### config.mk
export PLATFORM = sky130hd
export DESIGN_NAME = mdu_hilo_flat
export DESIGN_NICKNAME = d
export VERILOG_FILES = /design/src/rtl/mdu_hilo_if.sv /design/src/rtl/mdu_hilo.sv /design/src/flat_wrapper.sv
export SDC_FILE = /design/constraint.sdc
export NUM_CORES = 2
export LEC_CHECK = 0
export CAP_MARGIN = 30
export CORE_AREA = 2 2 366 331
export CTS_BUF_LIST = sky130_fd_sc_hd__clkbuf_16
export CTS_CLUSTER_DIAMETER = 200
export DETAILED_ROUTE_END_ITERATION = 10
export DIE_AREA = 0 0 368 333
export SYNTH_ARGS = -nofsm -noshare
export SYNTH_HDL_FRONTEND = slang
export SYNTH_SLANG_ARGS = --single-unit
### constraint.sdc
create_clock -name clk -period 18.02 [get_ports clk]
set_input_delay 1.802 -clock clk [delete_from_list [all_inputs] [get_ports clk]]
set_output_delay 1.802 -clock clk [all_outputs]
set_load 0.01 [all_outputs]
### src/rtl/mdu_hilo_if.sv
// mdu_hilo_if: issue/result bundle between the EX stage and the multiply/divide unit.
//   master (EX side)  drives start, op, src_a, src_b, cancel; observes busy, done, hi, lo.
//   slave  (mdu_hilo) observes the issue signals; drives busy, done, hi, lo.
interface mdu_hilo_if;
  logic        start;
  logic [3:0]  op;
  logic [31:0] src_a;
  logic [31:0] src_b;
  logic        cancel;
  logic        busy;
  logic        done;
  logic [31:0] hi;
  logic [31:0] lo;

  modport master (
    output start, op, src_a, src_b, cancel,
    input  busy, done, hi, lo
  );

  modport slave (
    input  start, op, src_a, src_b, cancel,
    output busy, done, hi, lo
  );
endinterface

### src/rtl/mdu_hilo.sv
// mdu_hilo: multi-cycle multiply/divide unit holding the architectural HI/LO registers.
//   clk, rst : single clock, synchronous active-high reset.
//   bus      : mdu_hilo_if.slave
//     start/op/src_a/src_b : op issue from EX (op: 1 MULT, 2 MULTU, 3 DIV, 4 DIVU,
//                            5 MTHI, 6 MTLO, 7 MADD, 8 MADDU, others no-op)
//     cancel               : exception flush, aborts the in-flight op and any same-cycle start
//     busy                 : registered, high while an op is in flight
//     done                 : one-cycle pulse after a multiply/divide result lands in HI/LO
//     hi/lo                : HI/LO register outputs
// Optional feature: define MDU_MADD_EN to build MADD/MADDU (64-bit accumulate into HI/LO).
// Without it, op codes 7/8 are plain no-ops.
module mdu_hilo #(
  parameter int DIV_ITER = 32
) (
  input logic       clk,
  input logic       rst,
  mdu_hilo_if.slave bus
);

  localparam int CW = $clog2(DIV_ITER + 1);

  localparam logic [3:0] OP_MULT  = 4'b0001;
  localparam logic [3:0] OP_MULTU = 4'b0010;
  localparam logic [3:0] OP_DIV   = 4'b0011;
  localparam logic [3:0] OP_DIVU  = 4'b0100;
  localparam logic [3:0] OP_MTHI  = 4'b0101;
  localparam logic [3:0] OP_MTLO  = 4'b0110;
`ifdef MDU_MADD_EN
  localparam logic [3:0] OP_MADD  = 4'b0111;
  localparam logic [3:0] OP_MADDU = 4'b1000;
`endif

  typedef enum logic [2:0] {
    S_IDLE = 3'd0,
    S_MUL1 = 3'd1,
    S_MUL2 = 3'd2,
    S_DIV  = 3'd3,
    S_DFIX = 3'd4
  } state_t;

  state_t        state_q, state_d;
  // a_q: multiplicand, or dividend that shifts out while quotient bits shift in.
  // b_q: multiplier, or divisor magnitude.
  logic [31:0]   a_q, a_d;
  logic [31:0]   b_q, b_d;
  logic [31:0]   rem_q, rem_d;
  logic [63:0]   prod_q, prod_d;
  logic          sgn_q, sgn_d;     // signed multiply
  logic          qneg_q, qneg_d;   // negate quotient in DFIX
  logic          rneg_q, rneg_d;   // negate remainder in DFIX
  logic [CW-1:0] cnt_q, cnt_d;
  logic [31:0]   hi_q, hi_d;
  logic [31:0]   lo_q, lo_d;
  logic          busy_q, busy_d;
  logic          done_q, done_d;
`ifdef MDU_MADD_EN
  logic          acc_q, acc_d;     // accumulate product into {HI,LO}
`endif

  // Low 64 bits of the product of the extended operands are correct for both
  // signed and unsigned multiplies.
  logic [63:0] ext_a, ext_b, mul_res;
  assign ext_a   = {{32{sgn_q & a_q[31]}}, a_q};
  assign ext_b   = {{32{sgn_q & b_q[31]}}, b_q};
  assign mul_res = ext_a * ext_b;

  // One restoring step: shift the next dividend bit into the partial remainder.
  // rem_q < divisor, so rem_sh fits 33 bits and any successful subtraction
  // result fits 32 bits. With a zero divisor every step "succeeds", giving an
  // all-ones quotient and the dividend as remainder.
  logic [32:0] rem_sh;
  logic        step_ok;
  assign rem_sh  = {rem_q, a_q[31]};
  assign step_ok = (rem_sh >= {1'b0, b_q});

  // A new op may be accepted in IDLE or on the final (write) cycle of an op,
  // so back-to-back issue needs no idle gap.
  logic can_start;
  assign can_start = (state_q == S_IDLE) || (state_q == S_MUL2) || (state_q == S_DFIX);

  always_comb begin
    state_d = state_q;
    a_d     = a_q;
    b_d     = b_q;
    rem_d   = rem_q;
    prod_d  = prod_q;
    sgn_d   = sgn_q;
    qneg_d  = qneg_q;
    rneg_d  = rneg_q;
    cnt_d   = cnt_q;
    hi_d    = hi_q;
    lo_d    = lo_q;
    done_d  = 1'b0;
`ifdef MDU_MADD_EN
    acc_d   = acc_q;
`endif

    case (state_q)
      S_MUL1: begin
        prod_d  = mul_res;
        state_d = S_MUL2;
      end
      S_MUL2: begin
`ifdef MDU_MADD_EN
        if (acc_q) begin
          {hi_d, lo_d} = {hi_q, lo_q} + prod_q;
        end else begin
          {hi_d, lo_d} = prod_q;
        end
`else
        {hi_d, lo_d} = prod_q;
`endif
        done_d  = 1'b1;
        state_d = S_IDLE;
      end
      S_DIV: begin
        if (step_ok) begin
          rem_d = rem_sh[31:0] - b_q;
          a_d   = {a_q[30:0], 1'b1};
        end else begin
          rem_d = rem_sh[31:0];
          a_d   = {a_q[30:0], 1'b0};
        end
        cnt_d = cnt_q + 1'b1;
        if (cnt_q == CW'(DIV_ITER - 1)) begin
          state_d = S_DFIX;
        end
      end
      S_DFIX: begin
        lo_d    = qneg_q ? (~a_q + 32'd1) : a_q;
        hi_d    = rneg_q ? (~rem_q + 32'd1) : rem_q;
        done_d  = 1'b1;
        state_d = S_IDLE;
      end
      default: ;
    endcase

    // Issue decode comes after the state actions so that an MTHI/MTLO issued
    // on a final write cycle (later in program order) wins over the result.
    if (bus.start && can_start) begin
      case (bus.op)
        OP_MULT, OP_MULTU: begin
          a_d     = bus.src_a;
          b_d     = bus.src_b;
          sgn_d   = (bus.op == OP_MULT);
`ifdef MDU_MADD_EN
          acc_d   = 1'b0;
`endif
          state_d = S_MUL1;
        end
`ifdef MDU_MADD_EN
        OP_MADD, OP_MADDU: begin
          a_d     = bus.src_a;
          b_d     = bus.src_b;
          sgn_d   = (bus.op == OP_MADD);
          acc_d   = 1'b1;
          state_d = S_MUL1;
        end
`endif
        OP_DIV: begin
          a_d     = bus.src_a[31] ? (~bus.src_a + 32'd1) : bus.src_a;
          b_d     = bus.src_b[31] ? (~bus.src_b + 32'd1) : bus.src_b;
          qneg_d  = bus.src_a[31] ^ bus.src_b[31];
          rneg_d  = bus.src_a[31];
          rem_d   = 32'd0;
          cnt_d   = '0;
          state_d = S_DIV;
        end
        OP_DIVU: begin
          a_d     = bus.src_a;
          b_d     = bus.src_b;
          qneg_d  = 1'b0;
          rneg_d  = 1'b0;
          rem_d   = 32'd0;
          cnt_d   = '0;
          state_d = S_DIV;
        end
        OP_MTHI: hi_d = bus.src_a;
        OP_MTLO: lo_d = bus.src_a;
        default: ;
      endcase
    end

    // A faulting instruction must leave no HI/LO side effect: abort everything,
    // including a result write or a start in this same cycle.
    if (bus.cancel) begin
      state_d = S_IDLE;
      hi_d    = hi_q;
      lo_d    = lo_q;
      done_d  = 1'b0;
    end

    busy_d = (state_d != S_IDLE);
  end

  always_ff @(posedge clk) begin
    if (rst) begin
      state_q <= S_IDLE;
      a_q     <= 32'd0;
      b_q     <= 32'd0;
      rem_q   <= 32'd0;
      prod_q  <= 64'd0;
      sgn_q   <= 1'b0;
      qneg_q  <= 1'b0;
      rneg_q  <= 1'b0;
      cnt_q   <= '0;
      hi_q    <= 32'd0;
      lo_q    <= 32'd0;
      busy_q  <= 1'b0;
      done_q  <= 1'b0;
`ifdef MDU_MADD_EN
      acc_q   <= 1'b0;
`endif
    end else begin
      state_q <= state_d;
      a_q     <= a_d;
      b_q     <= b_d;
      rem_q   <= rem_d;
      prod_q  <= prod_d;
      sgn_q   <= sgn_d;
      qneg_q  <= qneg_d;
      rneg_q  <= rneg_d;
      cnt_q   <= cnt_d;
      hi_q    <= hi_d;
      lo_q    <= lo_d;
      busy_q  <= busy_d;
      done_q  <= done_d;
`ifdef MDU_MADD_EN
      acc_q   <= acc_d;
`endif
    end
  end

  assign bus.busy = busy_q;
  assign bus.done = done_q;
  assign bus.hi   = hi_q;
  assign bus.lo   = lo_q;

endmodule

### src/flat_wrapper.sv
// flat-port wrapper written by rule: the top's interface ports become plain ports
module mdu_hilo_flat 
#(
  parameter int DIV_ITER = 32
)
  (clk, rst, bus_start, bus_op, bus_src_a, bus_src_b, bus_cancel, bus_busy, bus_done, bus_hi, bus_lo);
  mdu_hilo_if bus_i ();
  input logic clk;
  input logic rst;
  input wire logic [$bits(bus_i.start)-1:0] bus_start;
  input wire logic [$bits(bus_i.op)-1:0] bus_op;
  input wire logic [$bits(bus_i.src_a)-1:0] bus_src_a;
  input wire logic [$bits(bus_i.src_b)-1:0] bus_src_b;
  input wire logic [$bits(bus_i.cancel)-1:0] bus_cancel;
  output wire logic [$bits(bus_i.busy)-1:0] bus_busy;
  output wire logic [$bits(bus_i.done)-1:0] bus_done;
  output wire logic [$bits(bus_i.hi)-1:0] bus_hi;
  output wire logic [$bits(bus_i.lo)-1:0] bus_lo;
  assign bus_i.start = bus_start;
  assign bus_i.op = bus_op;
  assign bus_i.src_a = bus_src_a;
  assign bus_i.src_b = bus_src_b;
  assign bus_i.cancel = bus_cancel;
  assign bus_busy = bus_i.busy;
  assign bus_done = bus_i.done;
  assign bus_hi = bus_i.hi;
  assign bus_lo = bus_i.lo;
  mdu_hilo #(.DIV_ITER(DIV_ITER)) u_core (.clk(clk), .rst(rst), .bus(bus_i));
endmodule
==> flow_metrics.py <==
metrics = {
    "outcome": {
        "status": "finished clean",
    },
    "cts": {
        "h-tree-depth": 1,
        "cts_resized": 0,
        "numCtsBuffers": 27,
        "cts_hold_buf": 0,
        "cts_tree": "built",
        "cts.sinks": 238,
        "cts.path.max_buffers": 3,
        "cts_setup_buffers": 0,
        "insertion_delay_ns": 0.59,
        "cts.clk_slew.worst_paths_ns": 0.07,
        "root_buffer": "clkbuf_16",
    },
    "timing": {
        "rsz0062_at_grt": "no",
        "setup_viol": 0,
        "slew_violations": 0,
        "fmax_mhz": 104,
        "skew_ns": 0.0236,
        "final_hold_viol_count": 0,
        "worstMarginPinSlew_ns": 1.05,
        "fin_crit_sh": 0.535,
        "fin_setup_tns_ns": 0,
        "final.min_clock_period_ns": 9.64,
        "fin_ws_ns": 8.38,
        "whs_ns": 0.454,
        "max_slew_margin": 0.299,
    },
    "synth": {
        "synth_area_leaders": "fa_1, dfxtp_1, inv_1",
        "synth_area_per_cell_sq_um": 8.49,
        "synth_warnings": 0,
        "synth_cells": 6255,
        "yosysSeqAreaShare": 0.0898,
        "synth_cell_types": 93,
        "synth_fp_nets": 7703,
        "post-synth-top-count-cell": "inv_1",
        "synth_area_sq_um": 53100,
        "async_reset_ff_frac": 0,
        "yosys-top-cells-count": "inv_1, fa_1, nand2_1",
        "ys_dominant_reg_cell": "dfxtp_1",
        "synth_seq_cells": 238,
        "synth_edf_count": 0,
        "synth.top_cell.area_share": 0.425,
        "synth_top_cell_by_area": "fa_1",
    },
    "drt": {
        "m1WireLength_microns": 76300,
        "wl_microns": 175000,
        "postRouteAntennaNets": 0,
        "wl_met2_microns": 81400,
        "via_per_inst": 5.63,
        "wl_met3_microns": 11700,
        "num_vias": 43500,
        "firstDrtPassIters": 6,
        "wl_per_cell_microns": 22.7,
        "routed.top_layer": "met5",
        "drt_iter0_markers": 3553,
        "drcViolationCount": 0,
    },
    "die": {
        "initial_utilization": 0.448,
        "io_pins": 138,
        "row_count": 120,
        "die_w_microns": 368,
        "die_y_microns": 333,
        "core_area_sq_um": 119000,
        "die_area_sq_um": 123000,
    },
    "setup_path": {
        "path_buf_inv": 7,
        "worst_path_max_delay_cell": "fa_1",
        "reg2reg_depth": 25,
        "worst-path-max-fanout": 22,
        "crit_type": "flop to flop",
        "cp-start-kind": "flop",
        "r2r_end": "u_core.prod_q[58]$_SDFFE_PP0N_",
        "cpMostUsedCell": "fa_1",
        "r2r_start": "u_core.a_q[31]$_SDFF_PP0_",
        "cp_top_family": "adder cells",
        "crit_arrival_ns": 10.15,
        "required_ns": 18.53,
        "cp-end-kind": "flop",
        "ff2ff_setup_slack_ns": 8.38,
        "worst_path_largest_cell_delay_ns": 1.12,
    },
    "final_layout": {
        "fillers": 11700,
        "seq_area_sq_um": 4780,
        "instances_no_fill": 7716,
        "antennaDiodeCount": 0,
        "nNetsFinal": 7558,
        "synthToLayoutAreaGrowth_pct": 6.68,
        "drive_above_1_share": 0.0356,
        "multi_input_area_sq_um": 42400,
    },
    "hold_path": {
        "hp-class": "flop to flop",
        "min_to": "u_core.b_q[21]$_SDFFE_PP0P_",
        "worstHoldStart": "u_core.b_q[21]$_SDFFE_PP0P_",
        "holdPathStages": 2,
    },
    "global_routing": {
        "overflow": 0,
        "grt_start_max_net_pins": 94,
        "grt_pass1_wl_microns": 273000,
        "grt_antenna_before_repair": 7,
        "grt_pass1_vias": 44700,
        "track_usage": 0.290,
    },
    "place": {
        "hpwl_microns": 140000,
        "place_ws_ns": 8.42,
        "globalplace.congestion": 0.932,
        "dp.cells": 7667,
        "portBuffers": 137,
    },
    "pwr": {
        "power_frac_comb": 0.395,
        "leakagePower_nw": 25.5,
        "switching_share": 0.420,
        "clockPowerShare": 0.309,
        "ir_drop_mv": 0.0729,
        "p_sw_w": 0.000803,
        "power_density_nw_per_um2": 33.7,
        "p_seq_frac": 0.296,
        "p_int_w": 0.00111,
    },
    "run": {
        "maxCapViolations": 0,
    },
}
==> cell families after synthesis <==
group,Yosys count,share of synthesized area
buf+inv,1591,0.113
simple gates,1980,0.171
flops,238,0.0898
xor+xnor,169,0.0279
fa+ha+maj,1376,0.484
compound gates,889,0.113
mux,12,0.00229
==> worst reg2reg max path, delay by kind of cell (launching register included) <==
| family | cells | cell delay, ns |
|---|---|---|
| fa+ha+maj | 9 | 5.24 |
| flops | 1 | 0.31 |
| compound gates | 3 | 0.97 |
| simple gates | 6 | 1.81 |
| buf+inv | 7 | 1.22 |
==> state kept, by name, summed over array words and instances, names as in the netlist <==
| signal | cells |
|---|---|
| u_core.bus.lo | 32 |
| u_core.bus.hi | 32 |
| u_core.state_q | 3 |
| u_core.a_q | 32 |
| u_core.rem_q | 32 |
| u_core.sgn_q | 1 |
| u_core.cnt_q | 6 |
| u_core.prod_q | 64 |
| u_core.b_q | 32 |
| u_core.bus.done | 1 |
| u_core.qneg_q | 1 |
| u_core.bus.busy | 1 |
| u_core.rneg_q | 1 |
==> layer usage <==
| layer | up-vias | GRT usage |
|---|---|---|
| li1 | 19100 | - |
| met1 | 22500 | 0.409 |
| met2 | 1554 | 0.467 |
| met3 | 295 | 0.0374 |
| met4 | 4 | 0.0844 |
| met5 | - | 0 |
==> per-stage QoR <==
step	instance area (sq um)	total power, W	util
after floorplan	53100	0.00104	-
after global placement	55700	0.00131	0.469
after detailed placement	55700	0.00132	0.470
after CTS	56600	0.00191	0.477
after global routing	56600	0.00201	0.477
final	56600	0.00191	0.477
==> final cells by class <==
class / instances / share of cell area
clock inverter: 22 / 0.00380
multi-input combinational: 4426 / 0.748
sequential: 238 / 0.0843
inverter: 1172 / 0.0777
timing repair buffer: 245 / 0.0393
tap: 1586 / 0.0350
clock buffer: 27 / 0.0119
==> power groups by stage <==
stage / combinational [W] / clock [W] / sequential, W
detailed placement: 0.000746 / 0 / 0.000576
global placement: 0.000736 / 0 / 0.000575
CTS: 0.000750 / 0.000597 / 0.000564
global route: 0.000826 / 0.000617 / 0.000566
floorplan: 0.000482 / 0 / 0.000559
finish: 0.000754 / 0.000591 / 0.000565
==> worst max path at each step <==
stage	depth (start not counted)	slack [ns]	to	start
CTS	25	8.34	u_core.prod_q[58]$_SDFFE_PP0N_	u_core.a_q[31]$_SDFF_PP0_
detailed placement	25	8.42	u_core.prod_q[58]$_SDFFE_PP0N_	u_core.a_q[31]$_SDFF_PP0_
floorplan	27	9.44	u_core.prod_q[58]$_SDFFE_PP0N_	u_core.a_q[31]$_SDFF_PP0_
global route	25	7.83	u_core.prod_q[58]$_SDFFE_PP0N_	u_core.a_q[31]$_SDFF_PP0_
global placement	25	8.63	u_core.prod_q[58]$_SDFFE_PP0N_	u_core.a_q[31]$_SDFF_PP0_
finish	25	8.38	u_core.prod_q[58]$_SDFFE_PP0N_	u_core.a_q[31]$_SDFF_PP0_
==> cell usage in the layout (no fill, tap or decap), types with 105 or more instances in the layout <==
cell	instances
inv_1	1170
clkdlybuf4s50_1	135
dfxtp_1	229
a21oi_1	224
buf_4	105
nand2_1	1008
ha_1	250
o21ai_0	147
nor2_1	346
fa_1	1126
and2_1	332
No activity file was read; power rests on OpenSTA's default activity.
